### src/rtl/load_store_unit_if.sv
// Byte-wide data-memory bus between the load/store unit and data memory.
//
// Handshake: the master raises exactly one of mem_re / mem_we together with
// mem_addr (and mem_wdata for writes) and holds all of them constant until a
// cycle in which mem_ready=1; that cycle completes the byte (mem_rdata is
// valid in that same cycle for reads). A strobe with mem_ready=0 is a wait
// state with no timeout.
interface load_store_unit_if #(
  parameter int MEM_AW = 12
);
  logic [MEM_AW-1:0] mem_addr;
  logic [7:0]        mem_wdata;
  logic              mem_re;
  logic              mem_we;
  logic [7:0]        mem_rdata;
  logic              mem_ready;

  modport master (
    output mem_addr, mem_wdata, mem_re, mem_we,
    input  mem_rdata, mem_ready
  );

  modport slave (
    input  mem_addr, mem_wdata, mem_re, mem_we,
    output mem_rdata, mem_ready
  );
endinterface

### src/rtl/load_store_unit.sv
// MEM-stage load/store unit: performs LW/LH/LHU/LB/LBU/SW/SH/SB as a
// sequence of single-byte memory handshakes (little-endian), stalling the
// pipeline until the access finishes. Misaligned or illegal-size requests
// complete immediately with err and never touch memory.
module load_store_unit #(
  parameter int MEM_AW = 12
) (
  input  logic                clk,
  input  logic                rst,
  input  logic                start,
  input  logic                MemRead,
  input  logic                MemWrite,
  input  logic [2:0]          read_part,
  input  logic [1:0]          write_part,
  input  logic [31:0]         addr,
  input  logic [31:0]         wdata,
  output logic                stall,
  output logic                done,
  output logic                err,
  output logic [31:0]         rdata,
  load_store_unit_if.master   mem_bus,
  output logic [1:0]          dbg_state
);

  typedef enum logic [1:0] {
    S_IDLE   = 2'd0,
    S_ACCESS = 2'd1,
    S_DONE   = 2'd2
  } state_e;

  state_e            state_q, state_d;
  logic [MEM_AW-1:0] addr_q;
  logic [31:0]       wdata_q;
  logic [1:0]        last_q;    // byte count minus one
  logic              load_q;
  logic              signed_q;
  logic [1:0]        k_q;
  logic              err_q;
  logic [31:0]       asm_q;
  logic [31:0]       rdata_q;

  logic              req_valid;
  logic [1:0]        req_last;
  logic              req_signed;
  logic              req_bad;
  logic [31:0]       asm_d;
  logic [31:0]       ext_d;
  logic              last_byte;

  // Upper address bits are outside the data memory's byte address range.
  logic unused_addr_hi;
  assign unused_addr_hi = ^addr[31:MEM_AW];

  // Decode the incoming request: size, signedness, legality and alignment.
  always_comb begin
    req_valid  = start & (MemRead | MemWrite) & (state_q == S_IDLE);
    req_last   = 2'd0;
    req_signed = 1'b0;
    req_bad    = 1'b0;
    if (MemRead) begin
      case (read_part)
        3'd0:    req_last = 2'd3;
        3'd1:    begin req_last = 2'd1; req_signed = 1'b1; end
        3'd2:    req_last = 2'd1;
        3'd3:    begin req_last = 2'd0; req_signed = 1'b1; end
        3'd4:    req_last = 2'd0;
        default: req_bad = 1'b1;
      endcase
    end else begin
      case (write_part)
        2'd0:    req_last = 2'd3;
        2'd1:    req_last = 2'd1;
        2'd2:    req_last = 2'd0;
        default: req_bad = 1'b1;
      endcase
    end
    if ((req_last == 2'd3) && (addr[1:0] != 2'b00)) req_bad = 1'b1;
    if ((req_last == 2'd1) && addr[0])              req_bad = 1'b1;
  end

  // Merge the incoming byte into the assembly word and apply load extension.
  always_comb begin
    asm_d = asm_q;
    asm_d[{k_q, 3'b000} +: 8] = mem_bus.mem_rdata;
    case (last_q)
      2'd0:    ext_d = signed_q ? {{24{asm_d[7]}}, asm_d[7:0]}   : {24'd0, asm_d[7:0]};
      2'd1:    ext_d = signed_q ? {{16{asm_d[15]}}, asm_d[15:0]} : {16'd0, asm_d[15:0]};
      default: ext_d = asm_d;
    endcase
  end

  assign last_byte = (k_q == last_q);

  // FSM state register.
  always_ff @(posedge clk or posedge rst) begin
    if (rst) state_q <= S_IDLE;
    else     state_q <= state_d;
  end

  // FSM next-state logic.
  always_comb begin
    state_d = state_q;
    case (state_q)
      S_IDLE:   if (req_valid) state_d = req_bad ? S_DONE : S_ACCESS;
      S_ACCESS: if (mem_bus.mem_ready && last_byte) state_d = S_DONE;
      S_DONE:   state_d = S_IDLE;
      default:  state_d = S_IDLE;
    endcase
  end

  // FSM outputs: memory strobes, pipeline stall and completion pulse.
  always_comb begin
    stall             = (state_q != S_IDLE) | req_valid;
    done              = (state_q == S_DONE);
    mem_bus.mem_re    = (state_q == S_ACCESS) & load_q;
    mem_bus.mem_we    = (state_q == S_ACCESS) & ~load_q;
    mem_bus.mem_addr  = '0;
    mem_bus.mem_wdata = 8'd0;
    if (state_q == S_ACCESS) begin
      mem_bus.mem_addr = addr_q + MEM_AW'(k_q);
      if (!load_q) mem_bus.mem_wdata = wdata_q[{k_q, 3'b000} +: 8];
    end
    dbg_state = state_q;
  end

  // Request latch, byte counter, load assembly and result register.
  always_ff @(posedge clk or posedge rst) begin
    if (rst) begin
      addr_q   <= '0;
      wdata_q  <= 32'd0;
      last_q   <= 2'd0;
      load_q   <= 1'b0;
      signed_q <= 1'b0;
      k_q      <= 2'd0;
      err_q    <= 1'b0;
      asm_q    <= 32'd0;
      rdata_q  <= 32'd0;
    end else begin
      case (state_q)
        S_IDLE: begin
          if (req_valid) begin
            addr_q   <= addr[MEM_AW-1:0];
            wdata_q  <= wdata;
            last_q   <= req_last;
            load_q   <= MemRead;
            signed_q <= req_signed;
            k_q      <= 2'd0;
            err_q    <= req_bad;
            asm_q    <= 32'd0;
          end
        end
        S_ACCESS: begin
          if (mem_bus.mem_ready) begin
            asm_q <= asm_d;
            k_q   <= k_q + 2'd1;
            if (last_byte && load_q) rdata_q <= ext_d;
          end
        end
        default: ;
      endcase
    end
  end

  assign err   = done & err_q;
  assign rdata = rdata_q;

endmodule
### src/flat_wrapper.sv
// flat-port wrapper written by rule: the top's interface ports become plain ports
module load_store_unit_flat 
#(
  parameter int MEM_AW = 12
)
  (clk, rst, start, MemRead, MemWrite, read_part, write_part, addr, wdata, stall, done, err, rdata, dbg_state, mem_bus_mem_addr, mem_bus_mem_wdata, mem_bus_mem_re, mem_bus_mem_we, mem_bus_mem_rdata, mem_bus_mem_ready);
  load_store_unit_if #(.MEM_AW(MEM_AW)) mem_bus_i ();
  input  logic clk;
  input  logic rst;
  input  logic start;
  input  logic MemRead;
  input  logic MemWrite;
  input  logic [2:0] read_part;
  input  logic [1:0] write_part;
  input  logic [31:0] addr;
  input  logic [31:0] wdata;
  output logic stall;
  output logic done;
  output logic err;
  output logic [31:0] rdata;
  output logic [1:0] dbg_state;
  output wire logic [$bits(mem_bus_i.mem_addr)-1:0] mem_bus_mem_addr;
  output wire logic [$bits(mem_bus_i.mem_wdata)-1:0] mem_bus_mem_wdata;
  output wire logic [$bits(mem_bus_i.mem_re)-1:0] mem_bus_mem_re;
  output wire logic [$bits(mem_bus_i.mem_we)-1:0] mem_bus_mem_we;
  input wire logic [$bits(mem_bus_i.mem_rdata)-1:0] mem_bus_mem_rdata;
  input wire logic [$bits(mem_bus_i.mem_ready)-1:0] mem_bus_mem_ready;
  assign mem_bus_mem_addr = mem_bus_i.mem_addr;
  assign mem_bus_mem_wdata = mem_bus_i.mem_wdata;
  assign mem_bus_mem_re = mem_bus_i.mem_re;
  assign mem_bus_mem_we = mem_bus_i.mem_we;
  assign mem_bus_i.mem_rdata = mem_bus_mem_rdata;
  assign mem_bus_i.mem_ready = mem_bus_mem_ready;
  load_store_unit #(.MEM_AW(MEM_AW)) u_core (.clk(clk), .rst(rst), .start(start), .MemRead(MemRead), .MemWrite(MemWrite), .read_part(read_part), .write_part(write_part), .addr(addr), .wdata(wdata), .stall(stall), .done(done), .err(err), .rdata(rdata), .mem_bus(mem_bus_i), .dbg_state(dbg_state));
endmodule
### config.mk
export PLATFORM = sky130hd
export DESIGN_NAME = load_store_unit_flat
export DESIGN_NICKNAME = d
export VERILOG_FILES = /design/src/rtl/load_store_unit_if.sv /design/src/rtl/load_store_unit.sv /design/src/flat_wrapper.sv
export SDC_FILE = /design/constraint.sdc
export NUM_CORES = 1
export LEC_CHECK = 0
export CAP_MARGIN = 20
export CORE_MARGIN = 3
export CORE_UTILIZATION = 49
export DETAILED_ROUTE_END_ITERATION = 8
export PLACE_DENSITY = 0.81
export SYNTH_ARGS = -nofsm -noshare
export SYNTH_HDL_FRONTEND = slang
export SYNTH_SLANG_ARGS = --single-unit
### constraint.sdc
create_clock -name clk -period 4.9 [get_ports clk]
set_input_delay 0.98 -clock clk [delete_from_list [all_inputs] [get_ports clk]]
set_output_delay 0.98 -clock clk [all_outputs]
set_load 0.02 [all_outputs]
==> results.cfg, run 1 <==
[outcome]
outcome = finished clean

[final_layout]
diodes = 0
final_core_utilization_pct = 67.6
drive_above_1_share_pct = 7.88
layout_commonest_cell = nand2_1
final_cell_mix = 144 x nand2_1, 121 x clkdlybuf4s50_1, 117 x dfrtp_1, 39 x a22o_1, 32 x nor2_1
nNetsFinal = 763
area_growth_pct = 33.5
fillers = 863

[detailed_routing]
drt-total-wl_mm = 14.0
vias = 4693
antenna_left = 0
drt_iter0_drc = 315
dr.pass1.iters = 5
viasPerCell = 5.69
routedWlPerCell_um = 17.0
drcViolationCount = 0

[clock_network]
clock_latency_ns = 0.41
cts_setup_buffers = 0
cts_tree = yes
clk_pin_slew_ns = 0.05
htreeDepth = 4
clock-sinks = 117
cts_resized = 0
cts_root_buffer = clkbuf_16
hold_buffers = 0
cts-buffers-inserted = 17
clock_path_buffers = 2

[global_routing]
grt_pass1_vias = 4843
grt_overflow = 0
grt_util_all_layers_pct = 23.3
grt_pass1_wl_mm = 23.5
antenna_found_initial = 0
grt_max_degree = 61

[min_path]
whs_path_depth = 2
min-delay-start = u_core.wdata_q[17]$_DFFE_PP0P_
min_to = u_core.wdata_q[17]$_DFFE_PP0P_
hold_class = reg2reg

[timing]
fin_skew_ns = 0.00841
max_freq_mhz = 251
hold_viol_final = 0
finalCriticalPeriod_ns = 3.98
tightestPinTransition_ns = 0.987
setup_tns_ns = 0
slew_violations = 0
setup_viol = 0
fin_ws_ns = 0.924
slew_headroom_pct = 33.7
rsz0062_at_grt = no
min_period_over_period_pct = 81.2

[critical_path]
crit_path_start_kind = register
crit_fanout = 15
worstSetupPathType = reg2out
crit_slowest_cell = dfrtp_1
worstPathCellList = ha_1 > a21oi_1 > nor3_1 > xnor2_1 > nor2_1 > clkdlybuf4s50_1
rr_startpoint = u_core.k_q[1]$_DFFE_PP0P_
ff2ff_path_depth = 6
endpoint_kind = primary output
cpPeakStageDelay_ns = 0.81
required_ns = 3.92
worstPathArrival_ns = 3.00
ff2ff_setup_slack_ns = 1.97
reg2reg_to = u_core.rdata[20]$_DFFE_PP0P_

[synthesis]
synth_cell_types = 45
synthArstFlopShare_pct = 100
synthTopCellsByArea = dfrtp_1 53%, nand2_1 9.7%, a22o_1 6.1%
post-synth-top-area-fraction_pct = 52.6
netlist_area_um2 = 5560
yosysSeqAreaShare_pct = 52.6
syn-num-nets = 650
synth_area_per_cell_um2 = 9.95
synthCells = 559
synth-main-ff-cell = dfrtp_1
synth_enable_flop_cells = 0
ys_warn_count = 0
synth-seq-cells = 117
synth_top_cell_by_area = dfrtp_1

[pwr]
p_seq_share_pct = 35.0
clock_power_share_pct = 24.5
p_int_mw = 2.90
total_power_mw = 4.59
comb_power_share_pct = 40.5
switchingPower_mw = 1.69
powerDensity_nw_per_um2 = 618
p_leak_nw = 3.26
peakVddDrop_v = 0.000345
switching_share_pct = 36.9

[job]
max-cap-violations = 0

[floorplanning]
core_um2 = 11000
dieArea_um2 = 12700
std_cell_rows = 38
io_pins = 142
initial_core_util_pct = 50.6
die-width_um = 113
dieHeight_um = 113

[placed_design]
globalplace.congestion = 0.850
post-place-ws_ns = 1.28
dp_hpwl_mm = 9.85
place.port_buffers = 121
## layout make-up
type / count / area [µm²] / area share [%]
sequential: 117 / 2930 / 39.4
multi-input combinational: 401 / 2490 / 33.5
timing repair buffer: 127 / 1270 / 17.1
clock buffer: 22 / 454 / 6.12
tap: 140 / 175 / 2.36
clock inverter: 10 / 82.6 / 1.11
inverter: 8 / 32.5 / 0.438
## registers in the layout, summed over array words and instances (netlist names)
signal            flops
u_core.last_q         2
u_core.addr_q        12
u_core.dbg_state      2
u_core.wdata_q       32
u_core.load_q         1
u_core.k_q            2
u_core.asm_q         32
u_core.err_q          1
u_core.signed_q       1
u_core.rdata         32
## synthesized netlist by cell type, drive strengths merged, types with 8 or more instances
master and instances:
nor2b 19, nand2 144, nor2 32, o22a 24, buf 11, a21oi 31, o21ai 17, a22o 39
clkbuf 22, and2 12, inv 8, mux4 8, nand3 15, xnor2 8, dfrtp 117
## kinds of logic after synthesis
group	after synthesis	synth area share [%]
xor gates and xnor gates	11	1.73
AOI/OAI and AO/OA	119	15.8
DFF	117	52.6
muxes	11	3.80
adders and majority gates	8	1.93
buffers and inverters	41	2.95
and+or+nand+nor	252	21.2
## how the worst max path moves through the flow
stage	startpoint	to	slack, ns	cells after the start
after floorplan	rst	u_core.addr_q[0]$_DFFE_PP0P_	0.82	1
after global placement	MemRead	stall	1.30	4
after detailed placement	MemRead	stall	1.28	4
after CTS	u_core.k_q[1]$_DFFE_PP0P_	mem_bus_mem_addr[11]	0.97	6
after global routing	u_core.k_q[1]$_DFFE_PP0P_	mem_bus_mem_addr[9]	0.69	6
final	u_core.k_q[1]$_DFFE_PP0P_	mem_bus_mem_addr[5]	0.92	6
## per-layer routing
metal | vias to the layer above | part of all wire [%] | global-route usage, %
met2 | 191 | 50 | 39.5
met1 | 2294 | 42 | 28.8
met3 | 32 | 6.0 | 5.93
li1 | 2176 | - | -
met5 | - | 0 | 0
met4 | 0 | 2.4 | 8.65
## worst max-delay path, delay by kind of cell (launching register included)
| kind | cells | cell delay [ns] |
|---|---|---|
| compound gates | 1 | 0.40 |
| buf+inv | 1 | 0.63 |
| fa+ha+maj | 1 | 0.35 |
| flops | 1 | 0.81 |
| simple gates | 2 | 0.22 |
| xor+xnor | 1 | 0.15 |
## power groups by stage
stage / Clock [mW] / Combinational [mW] / Sequential [mW]
2_1_floorplan: 0 / 1.04 / 1.71
3_3_place_gp: 0 / 1.80 / 1.60
3_5_place_dp: 0 / 1.85 / 1.62
4_1_cts: 1.14 / 1.86 / 1.61
5_1_grt: 1.18 / 2.03 / 1.66
6_report: 1.12 / 1.86 / 1.61
## metrics by stage
step | hold WS, ns | area [µm²] | cells
2_1_floorplan | 0.440 | 5560 | 559
3_3_place_gp | 0.454 | 6860 | 792
3_5_place_dp | 0.457 | 6860 | 792
4_1_cts | 0.471 | 7400 | 824
5_1_grt | 0.494 | 7430 | 825
6_report | 0.468 | 7430 | 825
Note: power is estimated with default switching activity, not from simulation.
==> run 2, diff against run 1 <==
- clock period: 4.9 -> 3.7 ns (I/O delays scaled with it)
==> run 2 against run 1 <==
Net effect:
- die area did not move
- non-clock buffer count rose by 1
- setup slack got worse by 0.58 ns
- highest routed layer unchanged
- critical path type unchanged
- cell area rose by 1.2%
- cell count rose by 0.12%
- utilization rose by 0.79 points
- count of clock-buffer cells in the layout did not move
- largest power group unchanged
- clock power rose by 47%
- first-iteration DRC count rose by 11%
- sequential power rose by 32%
==> results.cfg, run 2 (synthesized netlist as in run 1, its figures left out) <==
[global_routing]
antenna_found_initial = 0
grt_pass1_wl_mm = 23.9
grt_pass1_vias = 4851
grt_util_all_layers_pct = 23.7
grt_overflow = 0
grt_max_degree = 118

[pwr]
p_leak_nw = 3.30
powerDensity_nw_per_um2 = 836
peakVddDrop_v = 0.000515
total_power_mw = 6.28

[critical_path]
startpoint = u_core.k_q[0]$_DFFE_PP0P_
ff2ff_setup_slack_ns = 1.02
crit_path_end = mem_bus_mem_addr[8]
reg2reg_to = u_core.rdata[27]$_DFFE_PP0P_
ff2ff_path_depth = 7
crit_path_start_kind = register
required_ns = 2.96
endpoint_kind = primary output
rr_startpoint = u_core.k_q[0]$_DFFE_PP0P_
crit_fanout = 4
worstPathArrival_ns = 2.62
worstSetupPathType = reg2out

[timing]
fin_ws_ns = 0.344
finalCriticalPeriod_ns = 3.36
setup_tns_ns = 0
tightestPinTransition_ns = 0.791
rsz0062_at_grt = no
hold_viol_final = 0
slew_violations = 0
min_period_over_period_pct = 90.7
setup_viol = 0
fin_skew_ns = 0.00633
holdWs_ns = 0.475
max_freq_mhz = 298
slew_headroom_pct = 46.9

[placed_design]
dp_hpwl_mm = 9.82
post-place-ws_ns = 0.569
place.port_buffers = 121
globalplace.congestion = 0.867

[floorplanning]
core_um2 = 11000
io_pins = 142
dieHeight_um = 113
std_cell_rows = 38
initial_core_util_pct = 50.6
die-width_um = 113
dieArea_um2 = 12700

[clock_network]
cts_setup_buffers = 0
clock-sinks = 117
clock_latency_ns = 0.42
htreeDepth = 4
cts-buffers-inserted = 17
clk_pin_slew_ns = 0.05
cts_tree = yes
cts_root_buffer = clkbuf_16
clock_path_buffers = 2

[final_layout]
final_cell_mix = 144 x nand2_1, 121 x clkdlybuf4s50_1, 117 x dfrtp_1, 39 x a22o_1
layout_commonest_cell = nand2_1
area_growth_pct = 35.1
diodes = 0
final_core_utilization_pct = 68.4
fillers = 816
nNetsFinal = 764
drive_above_1_share_pct = 8.45

[outcome]
outcome = finished clean

[min_path]
hold_class = reg2reg

[detailed_routing]
drcViolationCount = 0
drt_iter0_drc = 351
antenna_left = 0
routedWlPerCell_um = 17.5
vias = 4652
viasPerCell = 5.63
drt-total-wl_mm = 14.5
dr.pass1.iters = 7

[job]
max-cap-violations = 0
run 2: changes by cell type in the layout (fill, tap and decap cells not counted), moves of 2 or more:
cell	change
clkinvlp_4	+2
clkinv_2	-5
clkinv_4	+2
clkbuf_8	+3
clkbuf_1	-3
run 2: how the worst min path moves through the flow:
| stage | from | to | slack [ns] | depth (start not counted) |
|---|---|---|---|---|
| 6_report | u_core.wdata_q[1]$_DFFE_PP0P_ | u_core.wdata_q[1]$_DFFE_PP0P_ | 0.47 | 2 |
| 5_1_grt | u_core.wdata_q[19]$_DFFE_PP0P_ | u_core.wdata_q[19]$_DFFE_PP0P_ | 0.50 | 2 |
| 4_1_cts | u_core.wdata_q[19]$_DFFE_PP0P_ | u_core.wdata_q[19]$_DFFE_PP0P_ | 0.48 | 2 |
| 3_5_place_dp | u_core.wdata_q[6]$_DFFE_PP0P_ | u_core.wdata_q[6]$_DFFE_PP0P_ | 0.46 | 2 |
| 3_3_place_gp | u_core.wdata_q[25]$_DFFE_PP0P_ | u_core.wdata_q[25]$_DFFE_PP0P_ | 0.45 | 2 |
| 2_1_floorplan | u_core.wdata_q[16]$_DFFE_PP0P_ | u_core.wdata_q[16]$_DFFE_PP0P_ | 0.44 | 2 |
run 2: critical path, stage by stage, from the launching register on:
cell and delay (ns):
dfrtp_1 0.38, ha_1 0.23, fa_1 0.42, nand2_1 0.19, nor3_1 0.09, xnor2_1 0.14
nor2_1 0.12, clkdlybuf4s50_1 0.63
run 2: cell type report:
| cell class | instances | area, µm² | share of cell area [%] |
|---|---|---|---|
| timing repair buffer | 128 | 1290 | 17.2 |
| clock buffer | 22 | 484 | 6.44 |
| clock inverter | 10 | 121 | 1.62 |
| sequential | 117 | 2930 | 39.0 |
| tap | 140 | 175 | 2.33 |
| multi-input combinational | 401 | 2480 | 33.0 |
| inverter | 8 | 33.8 | 0.450 |
run 2: metrics by stage:
| step | std cells | area, µm² |
|---|---|---|
| floorplan | 559 | 5570 |
| global placement | 794 | 6910 |
| detailed placement | 794 | 6910 |
| CTS | 826 | 7510 |
| global route | 826 | 7510 |
| finish | 826 | 7510 |
run 2: layer usage:
layer / vias to the layer above / GRT usage (%) / wire length, µm
met1: 2233 / 28.9 / 5890
met4: 0 / 10.7 / 451
li1: 2188 / - / -
met2: 191 / 40.0 / 7320
met3: 40 / 5.66 / 782
met5: - / 0 / 0
run 2: power breakdown:
group	total (mW)	internal (mW)	switching (mW)
registers	2.12	1.76	0.353
logic	2.52	1.15	1.36
clock network	1.65	1.06	0.587
run 2: what timing repair did:
action	in CTS	in global routing
resized for setup	0	1
hold buffers	0	0
endpoints found under the setup margin	0	3
==> run 3, diff against run 2 <==
- SLEW_MARGIN: default -> 0
==> results of run 3 <==
No change in the layout: final DEF, timing and power equal those of run 2.
